`src/rtl/isp_capture_sequencer_if.sv`:
```
// Control/status bundle for the four-shot capture sequencer.
// The master side (booth controller / testbench) drives the buttons, the frame
// strobe and the effect request; the slave side (the sequencer) drives the
// frame-buffer enables, ISP effect selects and the overlay status.
interface isp_capture_sequencer_if;
  logic       btn_start;
  logic       btn_cancel;
  logic       frame_start;
  logic [3:0] mode_sw;
  logic [3:0] fb_we;
  logic [3:0] image_mode;
  logic [3:0] count_digit;
  logic [1:0] slot_idx;
  logic       busy;
  logic       done;

  modport master (
    output btn_start, btn_cancel, frame_start, mode_sw,
    input  fb_we, image_mode, count_digit, slot_idx, busy, done
  );

  modport slave (
    input  btn_start, btn_cancel, frame_start, mode_sw,
    output fb_we, image_mode, count_digit, slot_idx, busy, done
  );
endinterface

```
`src/rtl/isp_capture_sequencer.sv`:
```
// Four-shot photo-booth capture sequencer.
// After btn_start, each of slots 0..3 gets a COUNT_SEC-second countdown
// (measured in FRAMES_PER_SEC frame_start pulses per second) followed by
// exactly one frame of one-hot frame-buffer write enable.
// Optional feature macro ISP_SEQ_AUTO_EFFECT_EN: when defined, image_mode
// starts at zero each session and bit i turns on (masked by the latched
// mode_sw bit i) as slot i's capture closes. When undefined, image_mode is
// loaded from mode_sw on the start edge and held.
module isp_capture_sequencer #(
  parameter int unsigned FRAMES_PER_SEC = 60,
  parameter int unsigned COUNT_SEC      = 3
) (
  input logic                    clk,
  input logic                    reset,
  isp_capture_sequencer_if.slave bus
);

  localparam int unsigned FW = (FRAMES_PER_SEC > 2) ? $clog2(FRAMES_PER_SEC) : 1;
  localparam logic [FW-1:0] FRAME_LAST = FW'(FRAMES_PER_SEC - 1);
  localparam logic [3:0]    SEC_LOAD   = 4'(COUNT_SEC);

  typedef enum logic [1:0] {
    S_IDLE,
    S_COUNT,
    S_CAPTURE,
    S_DONE
  } state_t;

  state_t        r_state;
  logic [3:0]    r_sec_cnt;
  logic [FW-1:0] r_frame_cnt;
  logic [1:0]    r_slot_idx;
  logic [3:0]    r_fb_we;
  logic [3:0]    r_image_mode;
  logic [3:0]    r_count_digit;
  logic          r_busy;
  logic          r_done;

  state_t        w_nxt_state;
  logic [3:0]    w_nxt_sec_cnt;
  logic [FW-1:0] w_nxt_frame_cnt;
  logic [1:0]    w_nxt_slot_idx;
  logic [3:0]    w_nxt_fb_we;
  logic [3:0]    w_nxt_image_mode;
  logic [3:0]    w_nxt_count_digit;
  logic          w_nxt_busy;
  logic          w_nxt_done;
  logic          w_launch;
  logic          w_abort;

  logic          w_start;
  logic          w_cancel;
  logic          w_frame;
  logic [3:0]    w_mode_sw;
  logic [3:0]    w_slot_onehot;

`ifdef ISP_SEQ_AUTO_EFFECT_EN
  logic [3:0]    r_mode_mask;
  logic [3:0]    w_nxt_mode_mask;
`endif

  assign w_start       = bus.btn_start;
  assign w_cancel      = bus.btn_cancel;
  assign w_frame       = bus.frame_start;
  assign w_mode_sw     = bus.mode_sw;
  assign w_slot_onehot = 4'b0001 << r_slot_idx;

  // Next-state and next-output decode; every output is the registered copy
  // of its next value so all outputs change together on the clock edge.
  always_comb begin
    w_nxt_state      = r_state;
    w_nxt_sec_cnt    = r_sec_cnt;
    w_nxt_frame_cnt  = r_frame_cnt;
    w_nxt_slot_idx   = r_slot_idx;
    w_nxt_fb_we      = r_fb_we;
    w_nxt_image_mode = r_image_mode;
    w_launch         = 1'b0;
    w_abort          = 1'b0;
`ifdef ISP_SEQ_AUTO_EFFECT_EN
    w_nxt_mode_mask  = r_mode_mask;
`endif

    case (r_state)
      S_IDLE: begin
        if (!w_cancel && w_start) w_launch = 1'b1;
      end

      S_COUNT: begin
        if (w_cancel) begin
          w_abort = 1'b1;
        end else if (w_frame) begin
          if (r_frame_cnt == FRAME_LAST) begin
            w_nxt_frame_cnt = '0;
            w_nxt_sec_cnt   = r_sec_cnt - 4'd1;
            if (r_sec_cnt == 4'd1) begin
              w_nxt_state = S_CAPTURE;
              w_nxt_fb_we = w_slot_onehot;
            end
          end else begin
            w_nxt_frame_cnt = r_frame_cnt + FW'(1);
          end
        end
      end

      S_CAPTURE: begin
        if (w_cancel) begin
          w_abort = 1'b1;
        end else if (w_frame) begin
          // The closing pulse is consumed here and never reaches the next
          // countdown, which restarts from frame_cnt=0.
          w_nxt_fb_we = '0;
`ifdef ISP_SEQ_AUTO_EFFECT_EN
          w_nxt_image_mode = r_image_mode | (r_mode_mask & w_slot_onehot);
`endif
          if (r_slot_idx != 2'd3) begin
            w_nxt_slot_idx  = r_slot_idx + 2'd1;
            w_nxt_sec_cnt   = SEC_LOAD;
            w_nxt_frame_cnt = '0;
            w_nxt_state     = S_COUNT;
          end else begin
            w_nxt_state = S_DONE;
          end
        end
      end

      S_DONE: begin
        if (w_cancel) w_abort = 1'b1;
        else if (w_start) w_launch = 1'b1;
      end

      default: begin
        w_nxt_state = S_IDLE;
      end
    endcase

    if (w_abort) begin
      w_nxt_state      = S_IDLE;
      w_nxt_fb_we      = '0;
      w_nxt_image_mode = '0;
      w_nxt_slot_idx   = '0;
      w_nxt_sec_cnt    = '0;
      w_nxt_frame_cnt  = '0;
    end

    if (w_launch) begin
      w_nxt_state     = S_COUNT;
      w_nxt_slot_idx  = '0;
      w_nxt_sec_cnt   = SEC_LOAD;
      w_nxt_frame_cnt = '0;
      w_nxt_fb_we     = '0;
`ifdef ISP_SEQ_AUTO_EFFECT_EN
      w_nxt_image_mode = '0;
      w_nxt_mode_mask  = w_mode_sw;
`else
      w_nxt_image_mode = w_mode_sw;
`endif
    end

    w_nxt_count_digit = (w_nxt_state == S_COUNT) ? w_nxt_sec_cnt : '0;
    w_nxt_busy        = (w_nxt_state == S_COUNT) || (w_nxt_state == S_CAPTURE);
    w_nxt_done        = (w_nxt_state == S_DONE);
  end

  // State, counters and registered outputs; reset clears everything at once.
  always_ff @(posedge clk or posedge reset) begin
    if (reset) begin
      r_state       <= S_IDLE;
      r_sec_cnt     <= '0;
      r_frame_cnt   <= '0;
      r_slot_idx    <= '0;
      r_fb_we       <= '0;
      r_image_mode  <= '0;
      r_count_digit <= '0;
      r_busy        <= 1'b0;
      r_done        <= 1'b0;
    end else begin
      r_state       <= w_nxt_state;
      r_sec_cnt     <= w_nxt_sec_cnt;
      r_frame_cnt   <= w_nxt_frame_cnt;
      r_slot_idx    <= w_nxt_slot_idx;
      r_fb_we       <= w_nxt_fb_we;
      r_image_mode  <= w_nxt_image_mode;
      r_count_digit <= w_nxt_count_digit;
      r_busy        <= w_nxt_busy;
      r_done        <= w_nxt_done;
    end
  end

`ifdef ISP_SEQ_AUTO_EFFECT_EN
  // Per-slot effect mask captured at session start.
  always_ff @(posedge clk or posedge reset) begin
    if (reset) r_mode_mask <= '0;
    else       r_mode_mask <= w_nxt_mode_mask;
  end
`endif

  assign bus.fb_we       = r_fb_we;
  assign bus.image_mode  = r_image_mode;
  assign bus.count_digit = r_count_digit;
  assign bus.slot_idx    = r_slot_idx;
  assign bus.busy        = r_busy;
  assign bus.done        = r_done;

endmodule

```
`src/flat_wrapper.sv`:
```
// flat-port wrapper written by rule: the top's interface ports become plain ports
module isp_capture_sequencer_flat 
#(
  parameter int unsigned FRAMES_PER_SEC = 60,
  parameter int unsigned COUNT_SEC      = 3
)
  (clk, reset, bus_btn_start, bus_btn_cancel, bus_frame_start, bus_mode_sw, bus_fb_we, bus_image_mode, bus_count_digit, bus_slot_idx, bus_busy, bus_done);
  isp_capture_sequencer_if bus_i ();
  input logic clk;
  input logic reset;
  input wire logic [$bits(bus_i.btn_start)-1:0] bus_btn_start;
  input wire logic [$bits(bus_i.btn_cancel)-1:0] bus_btn_cancel;
  input wire logic [$bits(bus_i.frame_start)-1:0] bus_frame_start;
  input wire logic [$bits(bus_i.mode_sw)-1:0] bus_mode_sw;
  output wire logic [$bits(bus_i.fb_we)-1:0] bus_fb_we;
  output wire logic [$bits(bus_i.image_mode)-1:0] bus_image_mode;
  output wire logic [$bits(bus_i.count_digit)-1:0] bus_count_digit;
  output wire logic [$bits(bus_i.slot_idx)-1:0] bus_slot_idx;
  output wire logic [$bits(bus_i.busy)-1:0] bus_busy;
  output wire logic [$bits(bus_i.done)-1:0] bus_done;
  assign bus_i.btn_start = bus_btn_start;
  assign bus_i.btn_cancel = bus_btn_cancel;
  assign bus_i.frame_start = bus_frame_start;
  assign bus_i.mode_sw = bus_mode_sw;
  assign bus_fb_we = bus_i.fb_we;
  assign bus_image_mode = bus_i.image_mode;
  assign bus_count_digit = bus_i.count_digit;
  assign bus_slot_idx = bus_i.slot_idx;
  assign bus_busy = bus_i.busy;
  assign bus_done = bus_i.done;
  isp_capture_sequencer #(.FRAMES_PER_SEC(FRAMES_PER_SEC), .COUNT_SEC(COUNT_SEC)) u_core (.clk(clk), .reset(reset), .bus(bus_i));
endmodule
```
`config.mk`:
```
export PLATFORM = sky130hd
export DESIGN_NAME = isp_capture_sequencer_flat
export DESIGN_NICKNAME = d
export VERILOG_FILES = /design/src/rtl/isp_capture_sequencer_if.sv /design/src/rtl/isp_capture_sequencer.sv /design/src/flat_wrapper.sv
export SDC_FILE = /design/constraint.sdc
export NUM_CORES = 1
export LEC_CHECK = 0
export BUFFER_PORTS_ARGS = -buffer_cell sky130_fd_sc_hd__clkbuf_2
export CAP_MARGIN = 0
export CORE_ASPECT_RATIO = 0.75
export CORE_MARGIN = 2
export CORE_UTILIZATION = 56
export CTS_CLUSTER_SIZE = 12
export DETAILED_ROUTE_END_ITERATION = 7
export PLACE_DENSITY = 0.79
export SKIP_LAST_GASP = 1
export SLEW_MARGIN = 20
export SYNTH_ARGS = -nofsm -noshare
export SYNTH_HDL_FRONTEND = slang
export SYNTH_SLANG_ARGS = --single-unit
```
`constraint.sdc`:
```
create_clock -name clk -period 2.5 [get_ports clk]
set_clock_uncertainty 0.15 [all_clocks]
set_input_delay 0.375 -clock clk [delete_from_list [all_inputs] [get_ports clk]]
set_output_delay 0.375 -clock clk [all_outputs]
set_load 0.01 [all_outputs]
```
==> summary.md, run 1 <==
| Metric | Value |
|---|---|
| DRC Markers | `0` |
| Number of I/O port buffers | `24` |
| Top-area cell type share of the netlist area | `43.2%` |
| Final Setup Violations | `0` |
| P&R area growth vs syn | `18.6%` |
| Synth Warn # | `0` |
| I/O pin total | `25` |
| Antenna viol nets, final | `0` |
| Top FF cell, synth | `dfrtp_1` |
| Synth cell types | `41` |
| EDFF count, synth | `0` |
| Top cells by count, synth | `dfrtp_1, nor2_1, nand2_1` |
| Clock buffer depth | `2` |
| Status | `complete, no violations` |
| Total wire length | `3920 µm` |
| CP max FO | `7` |
| Crit path DAT | `2.45 ns` |
| Skew-Pair Late Insertion Delay | `0.28 ns` |
| Antenna Cells | `0` |
| Die area | `3340 µm²` |
| Filler Cell Count | `222` |
| Syn Inst Count | `178` |
| Global-route wire length before repair | `6570 µm` |
| Fin. max-slew vios | `0` |
| Largest net degree at the start of global routing | `29` |
| Initial antenna violation count | `0` |
| CP Class | `reg2reg` |
| Post-Syn Area | `1620 µm²` |
| Std-Cell Core Area | `2680 µm²` |
| Critical path required time | `2.55 ns` |
| DR vias/cell | `5.83` |
| Share of flip-flops with an asynchronous set or reset after synthesis | `100%` |
| Placed wire-length estimate | `2920 µm` |
| Starting DRT DRC Count | `140` |
| Clock-pin transition on the worst setup and hold timing paths | `0.09 ns` |
| Final hold vios | `0` |
| H-tree depth | `1` |
| DIE WIDTH | `66.1 µm` |
| Final net count | `235` |
| Share of cells above drive strength 1 | `20.9%` |
| CTS tree | `yes` |
| Final min period | `2.40 ns` |
| Total track usage | `26.2%` |
| Overflow left after global routing | `0` |
| Max Clock Freq | `417 MHz` |
| Most numerous cell in the Yosys netlist | `dfrtp_1` |
| RSZ-0062 raised after global routing | `no` |
| Die outline height | `50.6 µm` |
| PD cells | `992 nW/µm²` |
| Syn_nets | `201` |
| Leakage Power | `0.000944 µW` |
| Synthesized flop and latch total | `28` |
| Crit start category | `flip-flop` |
| Leading area contributor after synthesis | `dfrtp_1` |
| Final GP Congestion | `0.912` |
| Slew @ Worst Pin | `0.485 ns` |
| CTS Root Buffer Type | `clkbuf_8` |
| Syn Area/Cell | `9.10 µm²` |
| Critical Path End Type | `flip-flop` |
| Via count | `1439` |
| Vias in the first global route | `1447` |
| Non-filler cells, final | `247` |
| Row count | `16` |
| Min-Delay Path Class | `in2reg` |
| Relative slew slack | `67.6%` |
| Main area contributors after synthesis | `dfrtp_1, ha_1, nor2_1, nand2_1, a21oi_1` |
| Initial Utilization | `60.4%` |
| Cts bufs inserted | `3` |
| First drt pass iteration count | `5` |
| Number of cells after detailed placement | `242` |
| Max-cap violations | `0` |
| Worst VDD drop | `588 µV` |
| Clk sink count | `28` |
| Sequential-to-total area share from yosys stat | `43.2%` |
| Final period util | `95.9%` |
| TNS Setup | `0 ns` |
| DR WL/cell | `15.9 µm` |
-- layout by cell type, fill, tap and decap left out, types with 2 or more instances in the layout --
| cell type | n |
|---|---|
| buf_4 | 9 |
| a21oi_1 | 10 |
| and3_1 | 2 |
| nand3b_1 | 3 |
| nor2_1 | 24 |
| clkbuf_8 | 3 |
| nand2b_1 | 4 |
| nand3_1 | 3 |
| o21ai_0 | 10 |
| mux2i_1 | 3 |
| ha_1 | 13 |
| a31oi_1 | 2 |
| dfrtp_1 | 27 |
| xor2_1 | 3 |
| inv_1 | 11 |
| nand2_1 | 23 |
| and3b_1 | 2 |
| clkbuf_2 | 24 |
| o2111ai_1 | 2 |
| nor3_1 | 4 |
| o31ai_1 | 3 |
-- cell families (layout without fill, tap and decap cells) --
logic type | after synthesis | count (layout) | share of synthesized area, %
mux | 3 | 3 | 1.85
fa+ha+maj | 14 | 14 | 10.8
flops | 28 | 28 | 43.2
buf+inv | 16 | 49 | 3.94
simple gates | 76 | 76 | 23.2
compound gates | 38 | 38 | 15.4
xor+xnor | 3 | 3 | 1.62
-- worst max-delay path: stages (launching register included) --
cell and delay (ns):
dfrtp_1 0.43, inv_1 0.14, ha_2 0.42, and2b_2 0.23, a21boi_4 0.27, nor2_2 0.08
or4_1 0.46, a21oi_1 0.14
-- area by class of cell --
| cell class | instances | area, µm² | share of cell area, % |
|---|---|---|---|
| sequential | 28 | 702 | 36.5 |
| tap | 36 | 45.0 | 2.34 |
| inverter | 11 | 41.3 | 2.15 |
| clock inverter | 1 | 30.0 | 1.56 |
| multi-input combinational | 134 | 865 | 45.0 |
| clock buffer | 3 | 41.3 | 2.15 |
| timing repair buffer | 34 | 198 | 10.3 |
-- final timing paths --
kind	cells after the start	slack (ns)	startpoint	end
worst max-delay path	7	0.10	u_core.r_state[0]	u_core.r_frame_cnt[0]
worst min-delay path	3	0.15	bus_mode_sw[1]	u_core.bus.image_mode[1]
worst max register to register	7	0.10	u_core.r_state[0]	u_core.r_frame_cnt[0]
worst min register to register	2	0.37	u_core.bus.fb_we[0]	u_core.bus.fb_we[0]
max in group asynchronous	4	1.40	reset	u_core.r_state[1]
min in group asynchronous	4	0.52	reset	u_core.bus.fb_we[2]
-- repair_timing --
item                                   CTS  global route
gates resized for setup                  0             4
hold buffers                             1             0
setup endpoints to repair                0            11
endpoints found under the hold margin   28             0
buffers inserted                         0             0
-- power by group --
group,switching (µW),internal [µW],leakage (µW)
logic,512,349,0.000534
clock network,143,215,0.0000357
registers,106,582,0.000374
-- flip-flops by register name (all words and copies together), names as in the netlist --
| name | cells |
|---|---|
| u_core.r_frame_cnt | 6 |
| u_core.bus.count_digit | 4 |
| u_core.bus.fb_we | 4 |
| u_core.bus.image_mode | 4 |
| u_core.r_sec_cnt | 4 |
| u_core.bus.slot_idx | 2 |
| u_core.r_state | 2 |
| u_core.bus.busy | 1 |
| u_core.bus.done | 1 |
-- stage by stage --
| step | area [µm²] | hold WS (ns) | util (%) | worst slack (ns) | power (µW) |
|---|---|---|---|---|---|
| floorplan | 1620 | 0.290 | - | 0.200 | 1220 |
| global placement | 1830 | 0.280 | 68.2 | 0.0913 | 1480 |
| detailed placement | 1830 | 0.295 | 68.2 | 0.0301 | 1530 |
| CTS | 1910 | 0.149 | 71.3 | 0.00129 | 1890 |
| global route | 1920 | 0.157 | 71.6 | 0.0100 | 2040 |
| finish | 1920 | 0.146 | 71.6 | 0.101 | 1910 |
-- layer usage --
metal  GRT usage [%]  routed length, µm  share of wire (%)  up-vias
li1                -                  -                  -      680
met1            34.8               1640                 42      674
met2            42.2               1840                 47       76
met3            7.17                392                 10        9
met4            7.48                 52                1.3        0
met5               0                  0                  0        -
No activity file was read; power rests on OpenSTA's default activity.
==> inputs of run 2 (changes only) <==
CTS_BUF_LIST = sky130_fd_sc_hd__clkbuf_16   (was not set)
==> run 2 against run 1 <==
Net effect: utilization increased by 1.1 points; first-iteration DRC count increased by 21%; sequential share of layout area decreased by 0.56 points; sequential power about the same; critical path depth unchanged; the run now ends with negative hold slack left; die area unchanged.
==> summary.md, run 2 (synthesis gave the netlist of run 1 again) <==
| Metric | Value |
|---|---|
| Largest Register | `u_core.r_frame_cnt` |
| Internal power | `1260 µW` |
| Final net count | `235` |
| Non-filler cells, final | `247` |
| Worst path cell trace | `inv_1 > ha_2 > and2b_1 > a21boi_4 > nor2_2 > or4_1 > a21oi_1` |
| Std-Cell Core Area | `2680 µm²` |
| DIE WIDTH | `66.1 µm` |
| CP Class | `reg2reg` |
| Share of cells above drive strength 1 | `20.9%` |
| Critical Path End Type | `flip-flop` |
| Slew @ Worst Pin | `0.469 ns` |
| Leakage Power | `0.000960 µW` |
| Placed wire-length estimate | `2920 µm` |
| Number of I/O port buffers | `24` |
| Post-route design area | `1950 µm²` |
| Reg2Reg Launch Point | `u_core.r_state[0]` |
| Final Setup Violations | `0` |
| Number of cells after detailed placement | `242` |
| Worst VDD drop | `658 µV` |
| Most frequent cells in the layout | `dfrtp_1, nor2_1, clkbuf_2, nand2_1, ha_1` |
| DR vias/cell | `5.85` |
| Critical Path Max Stage Delay | `0.47 ns` |
| DR WL/cell | `16.3 µm` |
| Clock power share | `23.1%` |
| RSZ-0062 raised after global routing | `no` |
| Overflow left after global routing | `0` |
| Switching pwr | `776 µW` |
| Initial Utilization | `60.4%` |
| CP max stage cell | `or4_1` |
| Global-route wire length before repair | `6700 µm` |
| Antenna Cells | `0` |
| Clock-pin transition on the worst setup and hold timing paths | `0.07 ns` |
| Status | `finished with violations` |
| Max Clock Freq | `419 MHz` |
| Clock buffer depth | `2` |
| Starting DRT DRC Count | `170` |
| Antenna viol nets, final | `0` |
| Max-cap violations | `0` |
| Crit path DAT | `2.42 ns` |
| Most common cell after layout, fill and taps aside | `dfrtp_1` |
| Filler Cell Count | `210` |
| I/O pin total | `25` |
| CP delay by family, top | `simple AND/OR/NAND/NOR gates` |
| Sequential share of power | `33.9%` |
| CP max FO | `7` |
| Relative slew slack | `68.6%` |
| Clk sink count | `28` |
| Final period util | `95.4%` |
| TNS Setup | `0 ns` |
| WHS | `-0.00435 ns` |
| H-tree depth | `1` |
| Initial antenna violation count | `0` |
| Reg2Reg Setup Slack | `0.11 ns` |
| Die area | `3340 µm²` |
| Largest register FFs | `6` |
| CTS tree | `yes` |
| Fraction of power spent switching nets | `38.2%` |
| Via count | `1446` |
| Vias in the first global route | `1486` |
| Buf/Inv on CP | `1` |
| Final min period | `2.39 ns` |
| DRC Markers | `0` |
| Skew-Pair Late Insertion Delay | `0.26 ns` |
| Final hold vios | `11` |
| Total track usage | `26.8%` |
| Failing checks | `negative hold slack` |
| Post-placement cell area | `1830 µm²` |
| Fin. max-slew vios | `0` |
| First drt pass iteration count | `4` |
| Post-cts hold buffer count | `0` |
| Crit start category | `flip-flop` |
| Combinational Power Share | `43.0%` |
| Final GP Congestion | `0.912` |
| Total wire length | `4040 µm` |
| Worst reg2reg path endpoint | `u_core.r_frame_cnt[0]` |
| Die outline height | `50.6 µm` |
| Largest net degree at the start of global routing | `29` |
| CTS Root Buffer Type | `clkbuf_16` |
| Reg2Reg Depth | `7` |
| P&R area growth vs syn | `20.5%` |
| PD cells | `1040 nW/µm²` |
| Min-Delay Path Class | `in2async` |
| Cts bufs inserted | `3` |
| Critical path required time | `2.54 ns` |
| Row count | `16` |
-- run 2: changes by cell type in the layout (fill, tap and decap cells not counted) --
| cell | change |
|---|---|
| and2b_1 | +1 |
| and2b_2 | -1 |
| buf_4 | +1 |
| clkbuf_16 | +3 |
| clkbuf_8 | -3 |
| dlygate4sd3_1 | -1 |
-- run 2: how the worst max path moves through the flow --
| stage | start | to | slack, ns | cells past startpoint |
|---|---|---|---|---|
| after floorplan | u_core.r_state[0] | u_core.bus.count_digit[0] | 0.20 | 9 |
| after global placement | u_core.r_state[0] | u_core.r_frame_cnt[5] | 0.09 | 6 |
| after detailed placement | u_core.r_state[0] | u_core.r_frame_cnt[5] | 0.03 | 6 |
| after CTS | u_core.r_state[1] | u_core.r_frame_cnt[5] | 0.06 | 6 |
| after global routing | u_core.r_state[0] | u_core.bus.busy | 0.01 | 9 |
| final | u_core.r_state[0] | u_core.r_frame_cnt[0] | 0.11 | 7 |
-- run 2: final cells by class --
| cell class | count | area (µm²) | share of cell area (%) |
|---|---|---|---|
| Clock buffer | 3 | 75.1 | 3.85 |
| Inverter | 11 | 41.3 | 2.12 |
| Clock inverter | 1 | 30.0 | 1.54 |
| Tap cell | 36 | 45.0 | 2.31 |
| Multi-Input combinational cell | 134 | 863 | 44.2 |
| Timing Repair Buffer | 34 | 195 | 10.0 |
| Sequential cell | 28 | 702 | 36.0 |
-- run 2: per-stage QoR --
stage	power, µW	hold slack, ns	setup WS, ns	utilization (%)
5_1_grt	2170	0.0450	0.0114	72.8
4_1_cts	2010	0.0130	0.0608	72.2
3_5_place_dp	1530	0.295	0.0301	68.2
3_3_place_gp	1480	0.280	0.0913	68.2
2_1_floorplan	1220	0.290	0.200	-
6_report	2030	-0.00435	0.114	72.8
-- run 2: power by group through the flow --
stage          Sequential, µW  Combinational [µW]  Clock, µW
2_1_floorplan             717                 505          0
3_3_place_gp              685                 793          0
3_5_place_dp              696                 834          0
4_1_cts                   688                 847        473
5_1_grt                   710                 963        498
6_report                  690                 875        469
-- run 2: tightest hold or removal path, cell delays in order --
cell      delay, ns
clkbuf_2       0.08
inv_1          0.04
buf_4          0.33
-- run 2: repair_timing --
action | CTS | global route
endpoints found under the setup margin | 0 | 10
resized for setup | 0 | 3
buffers inserted | 0 | 1
-- run 2: metal layers --
| layer | share of wire, % | vias to the layer above | wire length (µm) | track usage (%) |
|---|---|---|---|---|
| met2 | 48 | 64 | 1940 | 43.5 |
| met1 | 43 | 691 | 1730 | 34.6 |
| met3 | 7.3 | 12 | 295 | 6.50 |
| li1 | - | 679 | - | - |
| met5 | 0 | - | 0 | 0 |
| met4 | 1.6 | 0 | 66 | 10.2 |
